**config.mk**
```make
export PLATFORM = sky130hd
export DESIGN_NAME = load_store_unit
export DESIGN_NICKNAME = d
export VERILOG_FILES = /design/src/rtl/lsu_pkg.sv /design/src/rtl/lsu_align.sv /design/src/rtl/load_store_unit.sv
export SDC_FILE = /design/constraint.sdc
export NUM_CORES = 1
export LEC_CHECK = 0
export BUFFER_PORTS_ARGS = -buffer_cell sky130_fd_sc_hd__buf_2
export CORE_MARGIN = 5
export CORE_UTILIZATION = 40
export CTS_CLUSTER_DIAMETER = 100
export DETAILED_ROUTE_END_ITERATION = 8
export PLACE_DENSITY = 0.75
export SYNTH_ARGS = -nofsm -noshare
export SYNTH_HDL_FRONTEND = slang
export SYNTH_SLANG_ARGS = --single-unit
export TNS_END_PERCENT = 20
```
**constraint.sdc**
```tcl
create_clock -name clk -period 3.32 [get_ports clk]
set_clock_uncertainty 0.15 [all_clocks]
set_input_delay 0.498 -clock clk [delete_from_list [all_inputs] [get_ports clk]]
set_output_delay 0.498 -clock clk [all_outputs]
set_load 0.01 [all_outputs]
```
**src/rtl/lsu_pkg.sv**
```systemverilog
// Load/store unit shared types: funct3 codes, FSM states,
// latched request bundle and the access legality check.
package lsu_pkg;

  localparam logic [2:0] F3_B  = 3'b000;
  localparam logic [2:0] F3_H  = 3'b001;
  localparam logic [2:0] F3_W  = 3'b010;
  localparam logic [2:0] F3_BU = 3'b100;
  localparam logic [2:0] F3_HU = 3'b101;

  typedef enum logic [2:0] {
    IDLE,
    LOAD,
    RMW_READ,
    WRITE,
    RESP
  } lsu_state_e;

  typedef struct packed {
    logic        we;
    logic [2:0]  funct3;
    logic [31:0] addr;
    logic [31:0] wdata;
  } lsu_req_t;

  // 1 = misaligned, unknown funct3, or unsigned store
  function automatic logic req_bad(
    input logic       we,
    input logic [2:0] f3,
    input logic [1:0] off
  );
    logic bad;
    case (f3)
      F3_B:    bad = 1'b0;
      F3_H:    bad = off[0];
      F3_W:    bad = |off;
      F3_BU:   bad = we;
      F3_HU:   bad = we | off[0];
      default: bad = 1'b1;
    endcase
    return bad;
  endfunction

endpackage

```
**src/rtl/lsu_align.sv**
```systemverilog
// Byte-lane extract/extend for loads and lane merge for SB/SH.
// Ports: funct3, off (addr[1:0]), word (memory), wdata -> load_data, merged.
module lsu_align
  import lsu_pkg::*;
(
  input  logic [2:0]  funct3,
  input  logic [1:0]  off,
  input  logic [31:0] word,
  input  logic [31:0] wdata,
  output logic [31:0] load_data,
  output logic [31:0] merged
);

  logic [7:0]  b;
  logic [15:0] h;

  always_comb begin
    b = word[{off, 3'b000} +: 8];
    h = off[1] ? word[31:16] : word[15:0];
    load_data = word;
    unique case (1'b1)
      (funct3 == F3_B):  load_data = {{24{b[7]}}, b};
      (funct3 == F3_BU): load_data = {24'd0, b};
      (funct3 == F3_H):  load_data = {{16{h[15]}}, h};
      (funct3 == F3_HU): load_data = {16'd0, h};
      default:           load_data = word;
    endcase
  end

  always_comb begin
    merged = word;
    unique case (1'b1)
      (funct3 == F3_B):
        merged[{off, 3'b000} +: 8] = wdata[7:0];
      (funct3 == F3_H):
        if (off[1]) merged[31:16] = wdata[15:0];
        else        merged[15:0]  = wdata[15:0];
      default:
        merged = wdata;
    endcase
  end

endmodule

```
**src/rtl/load_store_unit.sv**
```systemverilog
// RV32 load/store initiator for a word-only memory (RMW for SB/SH).
// Ports: req_* in, rsp_* out, mem_* to the data memory, clk/rst sync.
module load_store_unit
  import lsu_pkg::*;
#(
  parameter int WORD_LENGTH = 32,
  parameter int MEMORY_SIZE = 32
) (
  input  logic                   clk,
  input  logic                   rst,
  input  logic                   req_valid,
  output logic                   req_ready,
  input  logic                   req_we,
  input  logic [2:0]             req_funct3,
  input  logic [31:0]            req_addr,
  input  logic [WORD_LENGTH-1:0] req_wdata,
  output logic                   rsp_valid,
  output logic [WORD_LENGTH-1:0] rsp_rdata,
  output logic                   rsp_err,
  output logic [MEMORY_SIZE-1:0] mem_address,
  output logic [MEMORY_SIZE-1:0] mem_write_add,
  output logic [WORD_LENGTH-1:0] mem_write_data,
  output logic                   mem_write_enable,
  output logic                   mem_read_enable,
  input  logic [WORD_LENGTH-1:0] mem_data_out
);

  lsu_state_e             state, state_n;
  lsu_req_t               req;
  logic [WORD_LENGTH-1:0] merged_q;
  logic [31:0]            ld_data;
  logic [31:0]            mg_data;
  logic                   bad;
  logic [MEMORY_SIZE-1:0] widx;

  assign bad  = req_bad(req_we, req_funct3, req_addr[1:0]);
  assign widx = MEMORY_SIZE'(req.addr[31:2]);

  assign mem_address    = widx;
  assign mem_write_add  = widx;
  assign mem_write_data = merged_q;

  lsu_align u_align (
    .funct3    (req.funct3),
    .off       (req.addr[1:0]),
    .word      (mem_data_out),
    .wdata     (req.wdata),
    .load_data (ld_data),
    .merged    (mg_data)
  );

  always_ff @(posedge clk) begin
    if (rst) state <= IDLE;
    else     state <= state_n;
  end

  always_comb begin
    state_n          = state;
    req_ready        = 1'b0;
    rsp_valid        = 1'b0;
    mem_read_enable  = 1'b0;
    mem_write_enable = 1'b0;
    unique case (state)
      IDLE: begin
        req_ready = 1'b1;
        if (req_valid) begin
          if (bad)                     state_n = RESP;
          else if (!req_we)            state_n = LOAD;
          else if (req_funct3 == F3_W) state_n = WRITE;
          else                         state_n = RMW_READ;
        end
      end
      LOAD: begin
        mem_read_enable = 1'b1;
        state_n         = RESP;
      end
      RMW_READ: begin
        mem_read_enable = 1'b1;
        state_n         = WRITE;
      end
      WRITE: begin
        mem_write_enable = 1'b1;
        state_n          = RESP;
      end
      RESP: begin
        rsp_valid = 1'b1;
        state_n   = IDLE;
      end
      default: state_n = IDLE;
    endcase
    // Strobes must drop the moment reset rises, even mid-access
    if (rst) begin
      mem_read_enable  = 1'b0;
      mem_write_enable = 1'b0;
    end
  end

  always_ff @(posedge clk) begin
    if (rst) begin
      req       <= '0;
      merged_q  <= '0;
      rsp_rdata <= '0;
      rsp_err   <= 1'b0;
    end else begin
      unique case (state)
        IDLE:
          if (req_valid) begin
            req.we     <= req_we;
            req.funct3 <= req_funct3;
            req.addr   <= req_addr;
            req.wdata  <= req_wdata;
            // SW writes wdata as-is; SB/SH overwrite this in RMW_READ
            merged_q   <= req_wdata;
            rsp_rdata  <= '0;
            rsp_err    <= bad;
          end
        LOAD:     rsp_rdata <= ld_data;
        RMW_READ: merged_q  <= mg_data;
        default: ;
      endcase
    end
  end

endmodule
```
==> metrics.yaml <==
detailed_routing:
  wl_mm: 24.9
  vias: 7204
  ant_nets: 0
  routedWlPerCell_um: 20.1
  drc_errors: 0
  via_per_inst: 5.82
  drt-initial-drc-count: 803
  first_pass_iters: 7
yosys:
  syn_inst: 857
  yosysSeqAreaShare_pct: 37.6
  synth.distinct_cells: 61
  postSynthAreaPerCell_um2: 8.38
  synthArstFlopShare_pct: 0
  synth_top_cell_area_share_pct: 37.6
  netlist.top_cell.by_area: "dfxtp_1"
  synth_area_mm2: 0.00718
  synthTopCellsByArea: "dfxtp_1, nand2_1, buf_4"
  yosys_warnings: 0
  synth-main-ff-cell: "dfxtp_1"
  ys_seq_elements: 135
  synth_edf_count: 0
global_route:
  antenna_found_initial: 0
  grt_overflow: 0
  grt_pass1_vias: 6442
  grt_max_degree: 59
  grt_pass1_wl_mm: 36.8
  grt_use_total_pct: 22.9
critical_path:
  slowest_stage: "or3b_4"
  critPathArrivalTime_ps: 2050
  critPathRequiredTime_ps: 2670
  end_kind: "output port"
  cp-start-kind: "register"
  criticalPathCategory: "reg -> out"
  r2r_start: "req[33]$_SDFFE_PP0P_"
  r2r_cells: 6
  slowest_delay_ps: 590
  critPathMaxFanout: 22
  crit_chain: "or3b_4 > a21oi_1 > buf_2"
  ff2ff_setup_slack_ps: 800
  reg2reg_to: "mem_write_data[1]$_SDFFE_PP0P_"
sta:
  fmax_ghz: 0.370
  finalSetupTns_ps: 0
  worst_pin_slew_ps: 921
  finalSetupViolations: 0
  period_needed_ps: 2700
  max_slew_margin_pct: 38.6
  hold_viol_final: 0
  rsz0062_at_grt: "false"
  report.final.slew_viol_count: 0
  period_share_pct: 81.3
clock_network:
  numCtsBuffers: 17
  cts_tree: "done"
  cts.path.max_buffers: 2
  cts.sinks: 135
  cts_resized: 0
  cts.clk_slew.worst_paths_ps: 60
  ctsHtreeMaxLevel: 4
  post-cts-setup-buffers: 0
  clock-root-buffer: "clkbuf_16"
  insertion_delay_ps: 420
  cts_hold_buf: 0
layout:
  final_util_pct: 48.2
  layout_common_cells: "buf_2, nand2_1, dfxtp_1, a21oi_1, a221o_1"
  nets: 1105
  area_growth_pct: 19.9
  layout_commonest_cell: "buf_2"
  diodes: 0
  drive_above_1_share_pct: 30.9
run_status:
  run_status: "completed"
placement:
  gp_congestion: 0.967
  port-buffer-count: 231
  dp_hpwl_mm: 18.0
hold_path:
  min_to: "mem_address[27]$_SDFFE_PP0P_"
  hold_start: "req_addr[29]"
  hold_path_depth: 3
  hold_path_class: "in -> reg"
power:
  leakage_nw: 3.65
  power.density_mw_per_mm2: 542
  vdd_drop_max_v: 0.000336
floorplan:
  dieHeight_um: 144
  io_pins: 236
  rows: 49
  fp.coreArea_mm2: 0.0178
  initial_core_util_pct: 40.2
  die-area_mm2: 0.0207
  die_w_um: 144
run:
  drv_cap: 0
==> power by group <==
group          switching (mW)  leakage (nW)  internal (mW)  total [mW]
clock network           0.697         0.292           1.22        1.92
logic                   0.549          2.25          0.351       0.900
registers               0.113          1.11           1.74        1.85
==> cell families (layout without fill, tap and decap cells) <==
logic type,Yosys count,in the layout,share of synthesized area [%]
AND/OR/NAND/NOR,247,247,15.9
buffers and inverters,151,300,12.4
other,1,4,0.0522
AO/OA/AOI/OAI,291,291,28.4
adder cells (fa/ha/maj),5,5,0.871
flip-flops,135,135,37.6
multiplexers,27,27,4.74
==> layout make-up <==
cell class | instances | area [um2]
multi-input combinational | 574 | 3610
clock buffer | 25 | 515
fill | 1748 | 9230
clock inverter | 6 | 88.8
timing repair buffer | 254 | 1340
sequential | 135 | 2710
tap | 229 | 287
inverter | 15 | 56.3
==> cell usage after synthesis (all sizes together) (2+ instances only) <==
master   instances
nand2          174
or2              2
o221ai           3
o21ai           27
a32oi            4
a211oi           7
nor4bb           2
clkbuf          35
a32o             2
o2bb2ai         14
o22ai           15
inv             15
nor2b            5
a222oi          15
mux2i           16
nand2b           5
nor3b            3
buf            101
dfxtp          135
a221o           30
a22o            12
or3              4
a31oi           13
nand3           12
ha               5
mux2             6
mux4             5
nor4b            2
a21boi           2
a41oi            2
a2bb2oi          2
a221oi          20
a22oi           10
a21oi          104
a211o            2
nor3             9
or3b             4
a311oi           5
nor2            16
o22a             2
nor4             5
==> metal layers <==
metal | vias up | wire length, um | global-route usage [%]
met5 | - | 0 | 0
met4 | 0 | 802 | 9.42
met3 | 57 | 2490 | 6.51
met2 | 398 | 11900 | 35.8
met1 | 3375 | 9690 | 29.7
li1 | 3374 | - | -
==> state kept, by name, summed over array words and instances, names as in the netlist <==
| signal | count |
|---|---|
| state | 3 |
| req | 37 |
| mem_address | 30 |
| rsp_rdata | 32 |
| mem_write_data | 32 |
| rsp_err | 1 |
==> through the flow <==
stage / cell area [um2] / instances / setup WS [ps] / hold WS [ps] / power [mW]
global route: 8610 / 1238 / 550 / 152 / 4.87
finish: 8610 / 1238 / 619 / 164 / 4.67
detailed placement: 8000 / 1207 / 859 / 295 / 2.77
CTS: 8610 / 1238 / 591 / 149 / 4.69
global placement: 8000 / 1207 / 911 / 291 / 2.75
floorplan: 7190 / 860 / 740 / 286 / 2.48
==> worst max-delay path by stage <==
stage / startpoint / end / slack, ps / depth (start not counted)
2_1_floorplan: req[33]$_SDFFE_PP0P_ / mem_write_data[0]$_SDFFE_PP0P_ / 740 / 9
3_3_place_gp: req[33]$_SDFFE_PP0P_ / mem_write_data[4]$_SDFFE_PP0P_ / 910 / 6
3_5_place_dp: req[33]$_SDFFE_PP0P_ / mem_write_data[4]$_SDFFE_PP0P_ / 860 / 6
4_1_cts: state[1]$_SDFFE_PP0P_ / mem_read_enable / 590 / 3
5_1_grt: state[1]$_SDFFE_PP0P_ / mem_read_enable / 550 / 3
6_report: state[1]$_SDFFE_PP0P_ / mem_read_enable / 620 / 3
==> worst max-delay path, delay by kind of cell (launching register included) <==
family / cells / cell delay (ps)
simple gates: 1 / 590
flops: 1 / 520
compound gates: 1 / 320
buf+inv: 1 / 200
No activity file was read; power rests on OpenSTA's default activity.
